<file path="src/rtl/moore_serial_tx.sv">
// Moore serial frame transmitter: 0,1 preamble, two guard cycles, LSB-first payload, stop bit.
// Outputs depend only on registered state, so nothing from the inputs reaches the line combinationally.
module moore_serial_tx #(
    parameter int WIDTH = 8
) (
    input  logic             clock,
    input  logic             reset,
    input  logic             start,
    input  logic [WIDTH-1:0] data,
    output logic             out,
    output logic             busy,
    output logic             done
);

    localparam int CNT_W = $clog2(WIDTH);
    localparam logic [CNT_W-1:0] LAST = CNT_W'(WIDTH - 1);

    typedef enum logic [2:0] {
        IDLE   = 3'd0,
        START  = 3'd1,
        SYNC   = 3'd2,
        GUARD0 = 3'd3,
        GUARD1 = 3'd4,
        DATA   = 3'd5,
        STOP   = 3'd6
    } state_t;

    state_t           state;
    state_t           state_next;
    logic [WIDTH-1:0] shift;
    logic [WIDTH-1:0] shift_next;
    logic [CNT_W-1:0] count;
    logic [CNT_W-1:0] count_next;

    always_ff @(posedge clock or posedge reset) begin
        if (reset) begin
            state <= IDLE;
            shift <= '0;
            count <= '0;
        end else begin
            state <= state_next;
            shift <= shift_next;
            count <= count_next;
        end
    end

    always_comb begin
        state_next = state;
        shift_next = shift;
        count_next = count;
        case (state)
            IDLE: begin
                if (start) begin
                    state_next = START;
                    shift_next = data;
                    count_next = '0;
                end
            end
            START:  state_next = SYNC;
            SYNC:   state_next = GUARD0;
            GUARD0: state_next = GUARD1;
            GUARD1: state_next = DATA;
            DATA: begin
                shift_next = {1'b0, shift[WIDTH-1:1]};
                // Counter saturates at the last bit so it never wraps inside a frame.
                if (count == LAST) begin
                    state_next = STOP;
                end else begin
                    count_next = count + CNT_W'(1);
                end
            end
            STOP:    state_next = IDLE;
            default: state_next = IDLE;
        endcase
    end

    always_comb begin
        out  = 1'b1;
        busy = (state != IDLE);
        done = (state == STOP);
        case (state)
            START:   out = 1'b0;
            DATA:    out = shift[0];
            default: out = 1'b1;
        endcase
    end

endmodule

</file>
<file path="config.mk">
export PLATFORM = sky130hd
export DESIGN_NAME = moore_serial_tx
export DESIGN_NICKNAME = d
export VERILOG_FILES = /design/src/rtl/moore_serial_tx.sv
export SDC_FILE = /design/constraint.sdc
export NUM_CORES = 1
export LEC_CHECK = 0
export CAP_MARGIN = 25
export CORE_UTILIZATION = 35
export CTS_CLUSTER_DIAMETER = 200
export DETAILED_ROUTE_END_ITERATION = 8
export GPL_TIMING_DRIVEN = 1
export PLACE_DENSITY_LB_ADDON = 0.08
export SYNTH_ARGS = -nofsm -noshare
export SYNTH_HDL_FRONTEND = slang
export SYNTH_SLANG_ARGS = --single-unit
</file>
<file path="constraint.sdc">
create_clock -name clock -period 1.4 [get_ports clock]
set_input_delay 0.14 -clock clock [delete_from_list [all_inputs] [get_ports clock]]
set_output_delay 0.14 -clock clock [all_outputs]
set_load 0.02 [all_outputs]
</file>
**Word level (Yosys, flattened, before mapping)**

Index checks and enable logic that the tools add are counted.

- Register bits after elaboration: 14
- Output and inout port bits: 3
- Word-level logic and storage cells: 29

- Add/subtract/negate cells: 1
- Equal/unequal tests: 10
- Mux-type cells: 9
- Reductions and logical operators: 6

Operators with widths:

| cell | number |
|---|---|
| $pmux 3 s6 | 1 |
| $pmux 8 s2 | 1 |
| $eq 3x3->1 const B | 4 |
| $mux 3 | 4 |
| $mux 8 | 1 |
| $eq 3x2->1 const B | 2 |
| $ne 2x2->1 const B | 3 |
| $pmux 3 s2 | 1 |
| $reduce_and 2->1 | 2 |
| $add 3x1->3 const B | 1 |
| $eq 3x1->1 const B | 1 |
| $logic_not 3->1 | 1 |
| $reduce_and 3->1 | 1 |
| $reduce_bool 3->1 | 1 |
| $pmux 1 s2 | 1 |
| $reduce_bool 2->1 | 1 |

**Depth between registers and ports, before layout**

Gate-level depths: netlist of run 1.

- Word-level depth: 3
- Mapped depth: 5

**Least setup slack after synthesis of run 1**

No wires, ideal clock.

- Path type: register to register
- Start point: register count[0]
- End point: register count[0]
- Setup time: 0.125 ns
- Data arrival time: 1.395 ns
- Data required time: 1.275 ns
- Setup slack: -0.120 ns
- Cell stages (with the launch flop): 6
- Path buffers: 0
- Period minus slack after synthesis: 1.520 ns
- Cells stage by stage: dfrtp_1 -> ha_1 -> ha_1 -> and4bb_2 -> nor2_2 -> mux2_2

- Longest elaborated chain between the ends: 3
- Elaborated cells between the ends (all ways): 6
- Those cells by class: add/sub (1); eq/ne (2); mux (2); reduce/logical (1)

RTL lines:

| element | line | text |
|---|---|---|
| start, declared | 32 | `logic [CNT_W-1:0] count;` |
| start signal, assigned | 43 | `count <= count_next;` |
| $add 3x1->3 or $eq 3x3->1 (tied branches) | 69, 66 |  |
| $mux 3 or $ne 2x2->1 (tied branches) | n/a |  |
| $pmux 3 s2 or $reduce_and 3->1 (tied branches) | n/a |  |

Parallel ways exist; a longest one is shown, timed or not. The select of a mux whose other input is x is not followed.
A chain may end at the register's enable or synchronous reset.

**Worst setup path in the final report of run 1**

- Start point: register count[1]
- End point: register count[0]

- Longest elaborated chain between the ends: 3

RTL lines:

| element | line | text |
|---|---|---|
| $eq 3x3->1 | 66 | `if (count == LAST) begin` |
| $ne 2x2->1 (no source line) | n/a |  |
| $reduce_and 3->1 (no source line) | n/a |  |

Every way passes these cells.

==> metrics.cfg, run 1 <==
[outcome]
outcome = finished with violations
violations = setup timing

[placed_design]
placed_cell_area_um2 = 953
post-place-cells = 107
dp_slack_ns = -0.0881
port_buffers = 13
gp_congestion = 0.744
dp_hpwl_um = 957

[layout]
layout.nets = 105
layout-drive-gt1-share_pct = 40.0
final_cells = 115
area_delta_synth_final_pct = 48.3
fillerInstances = 164
fin_area_um2 = 1020
diodes = 0
fin_util_pct = 57.3

[clocking]
cts_buffers = 3
cts_tree = done
cts_sinks = 14
clk_latency_ns = 0.27
h-tree-depth = 1
holdBufCountCts = 0
clk_pin_slew_worst_paths_ns = 0.08
cts_buffer_depth = 2
cts_root_buf = clkbuf_4

[detailed_routing]
drt-initial-drc-count = 10
drt_first_pass_iters = 4
drt-total-wl_mm = 1.41
ant_nets = 0
vias = 563
wl_per_cell_um = 12.2
vias_per_cell = 4.90
drc = 0

[sta]
finalSetupTns_ns = -0.197
final.period_utilization_pct = 105
setup_slack_ns = -0.0752
clock_skew_ns = 0.00133
slew_headroom_pct = 83.5
min_period_ns = 1.48
maxSlewViolCount = 0
setup_viol = 6
finalHoldViolations = 0
grt_setup_unrepaired = true
worst_pin_slew_ns = 0.247
fmax_mhz = 678

[pwr]
irDropWorstVdd_v = 0.00105
leakage_uw = 0.000517
power_density_nw_per_um2 = 2020

[critical_path]
critPathRequiredTime_ns = 1.57
crit_type = reg -> reg
end_kind = flip-flop
worstPathMaxFanout = 3
cp_slowest_cell = dfrtp_1
path_depth = 5
slowest_delay_ns = 0.39
reg2regPathDepth = 5
critPathArrivalTime_ns = 1.64
cpLargestDelayFamily = flip-flops
crit_buf_inv = 0
start_kind = flip-flop
path_cells = ha_2, ha_4, and4bb_2, nor2_4, mux2_4

[yosys]
avgSynthCellArea_um2 = 11.7
ys_top_cells_by_count = 14 x dfrtp_1, 10 x a22o_1, 7 x a21o_1, 6 x nand2_1
yosysTopAreaCellShare_pct = 50.8
seq_area_frac_synth_pct = 50.8
synth_edf_count = 0
ys_ff_latch = 14
synth_area_leaders = dfrtp_1 51%, a22o_1 13%, a21o_1 7.6%
synth.distinct_cells = 22
synth_top_flop_cell = dfrtp_1
syn_area_um2 = 689
synth_nets = 72
yosys_warnings = 0
synthCells = 59
yosysMostFrequentCell = dfrtp_1
postSynth.asyncResetShare_pct = 100
synth_top_area_cell = dfrtp_1

[floorplanning]
core_um2 = 1780
ios = 14
row_count = 15
start_util_pct = 38.7
die_w_um = 46.4
die_h_um = 46.4
die_area_um2 = 2150

[worst_hold_path]
worstHoldPathType = in -> async

[global_route]
grt_first_pass_wirelength_mm = 2.46
grt_max_degree = 15
grt_pass1_vias = 577
grt_antenna_before_repair = 0
grt_overflow = 0
track_usage_pct = 16.2

[run]
maxCapViolCount = 0

[power breakdown]
group,switching [µW],internal (µW)
clock,126,99.6
combinational,465,650
sequential,132,592
total,723,1340
[metal layers]
metal	global-route usage [%]	share of wire, %	up-vias	wire [µm]
li1	-	-	277	-
met1	21.2	49	273	692
met2	25.6	46	11	641
met3	4.71	4.3	2	60
met4	5.29	0.78	0	11
met5	0	0	-	0
[stage by stage]
stage / hold slack (ns) / power [µW]
2_1_floorplan: 0.0292 / 1350
3_3_place_gp: 0.453 / 1710
3_5_place_dp: 0.463 / 1730
4_1_cts: 0.166 / 2010
5_1_grt: 0.173 / 2230
6_report: 0.159 / 2070
[cell type report]
| cell class | instances | area, µm² | area share [%] |
|---|---|---|---|
| clock buffers | 3 | 22.5 | 2.20 |
| inverters | 1 | 3.75 | 0.367 |
| multi-input cells | 40 | 347 | 33.9 |
| flip-flops and latches | 14 | 353 | 34.5 |
| well taps | 25 | 31.3 | 3.06 |
| repair buffers | 32 | 265 | 25.9 |
[worst register-to-register path: cells and delay by family (launching register included)]
| family | cells | cell delay, ns |
|---|---|---|
| adders and majority gates | 2 | 0.35 |
| muxes | 1 | 0.25 |
| and+or+nand+nor | 2 | 0.38 |
| DFF | 1 | 0.39 |
[final timing paths]
kind | slack (ns) | end | from
max in group asynchronous | 1.06 | state[1] | reset
min | 0.16 | state[2] | reset
max | -0.08 | count[0] | count[1]
max reg2reg | -0.08 | count[0] | count[1]
min in group clock | 0.49 | shift[4] | shift[4]
min reg2reg | 0.49 | shift[4] | shift[4]
[cells in the final DEF, fill, tap and decap left out, types with 2 or more instances in the layout]
cell             Yosys  final
buf_4                1     17
dfrtp_1             14     12
a22o_1              10     10
clkdlybuf4s50_1      0     10
a21o_1               7      7
nand2_1              6      6
clkbuf_4             0      3
nor2_1               2      2
nor2_4               0      2
clkbuf_2             0      2
buf_6                0      2
dfrtp_2              0      2
[sequential cells by signal (all words and copies together) (netlist names)]
name	count
shift	8
count	3
state	3
[repair_timing]
item,CTS,global route
setup buffers,4,1
pin swaps,5,7
gates resized for setup,10,8
endpoints found under the setup margin,14,13
[kinds of logic (layout without fill, tap and decap cells)]
| logic type | after synthesis | in the layout | share of synthesized area (%) |
|---|---|---|---|
| fa+ha+maj | 2 | 2 | 3.63 |
| xor+xnor | 1 | 1 | 1.27 |
| mux | 2 | 2 | 3.09 |
| simple gates | 16 | 16 | 15.4 |
| compound gates | 19 | 19 | 22.1 |
| buf+inv | 5 | 36 | 3.63 |
| flops | 14 | 14 | 50.8 |
No activity file was read; power rests on OpenSTA's default activity.
==> run 2: changes to the inputs <==
- HOLD_SLACK_MARGIN: not set -> 0.03
==> results of run 2 <==
No change in the layout: final DEF, timing and power equal those of run 1.
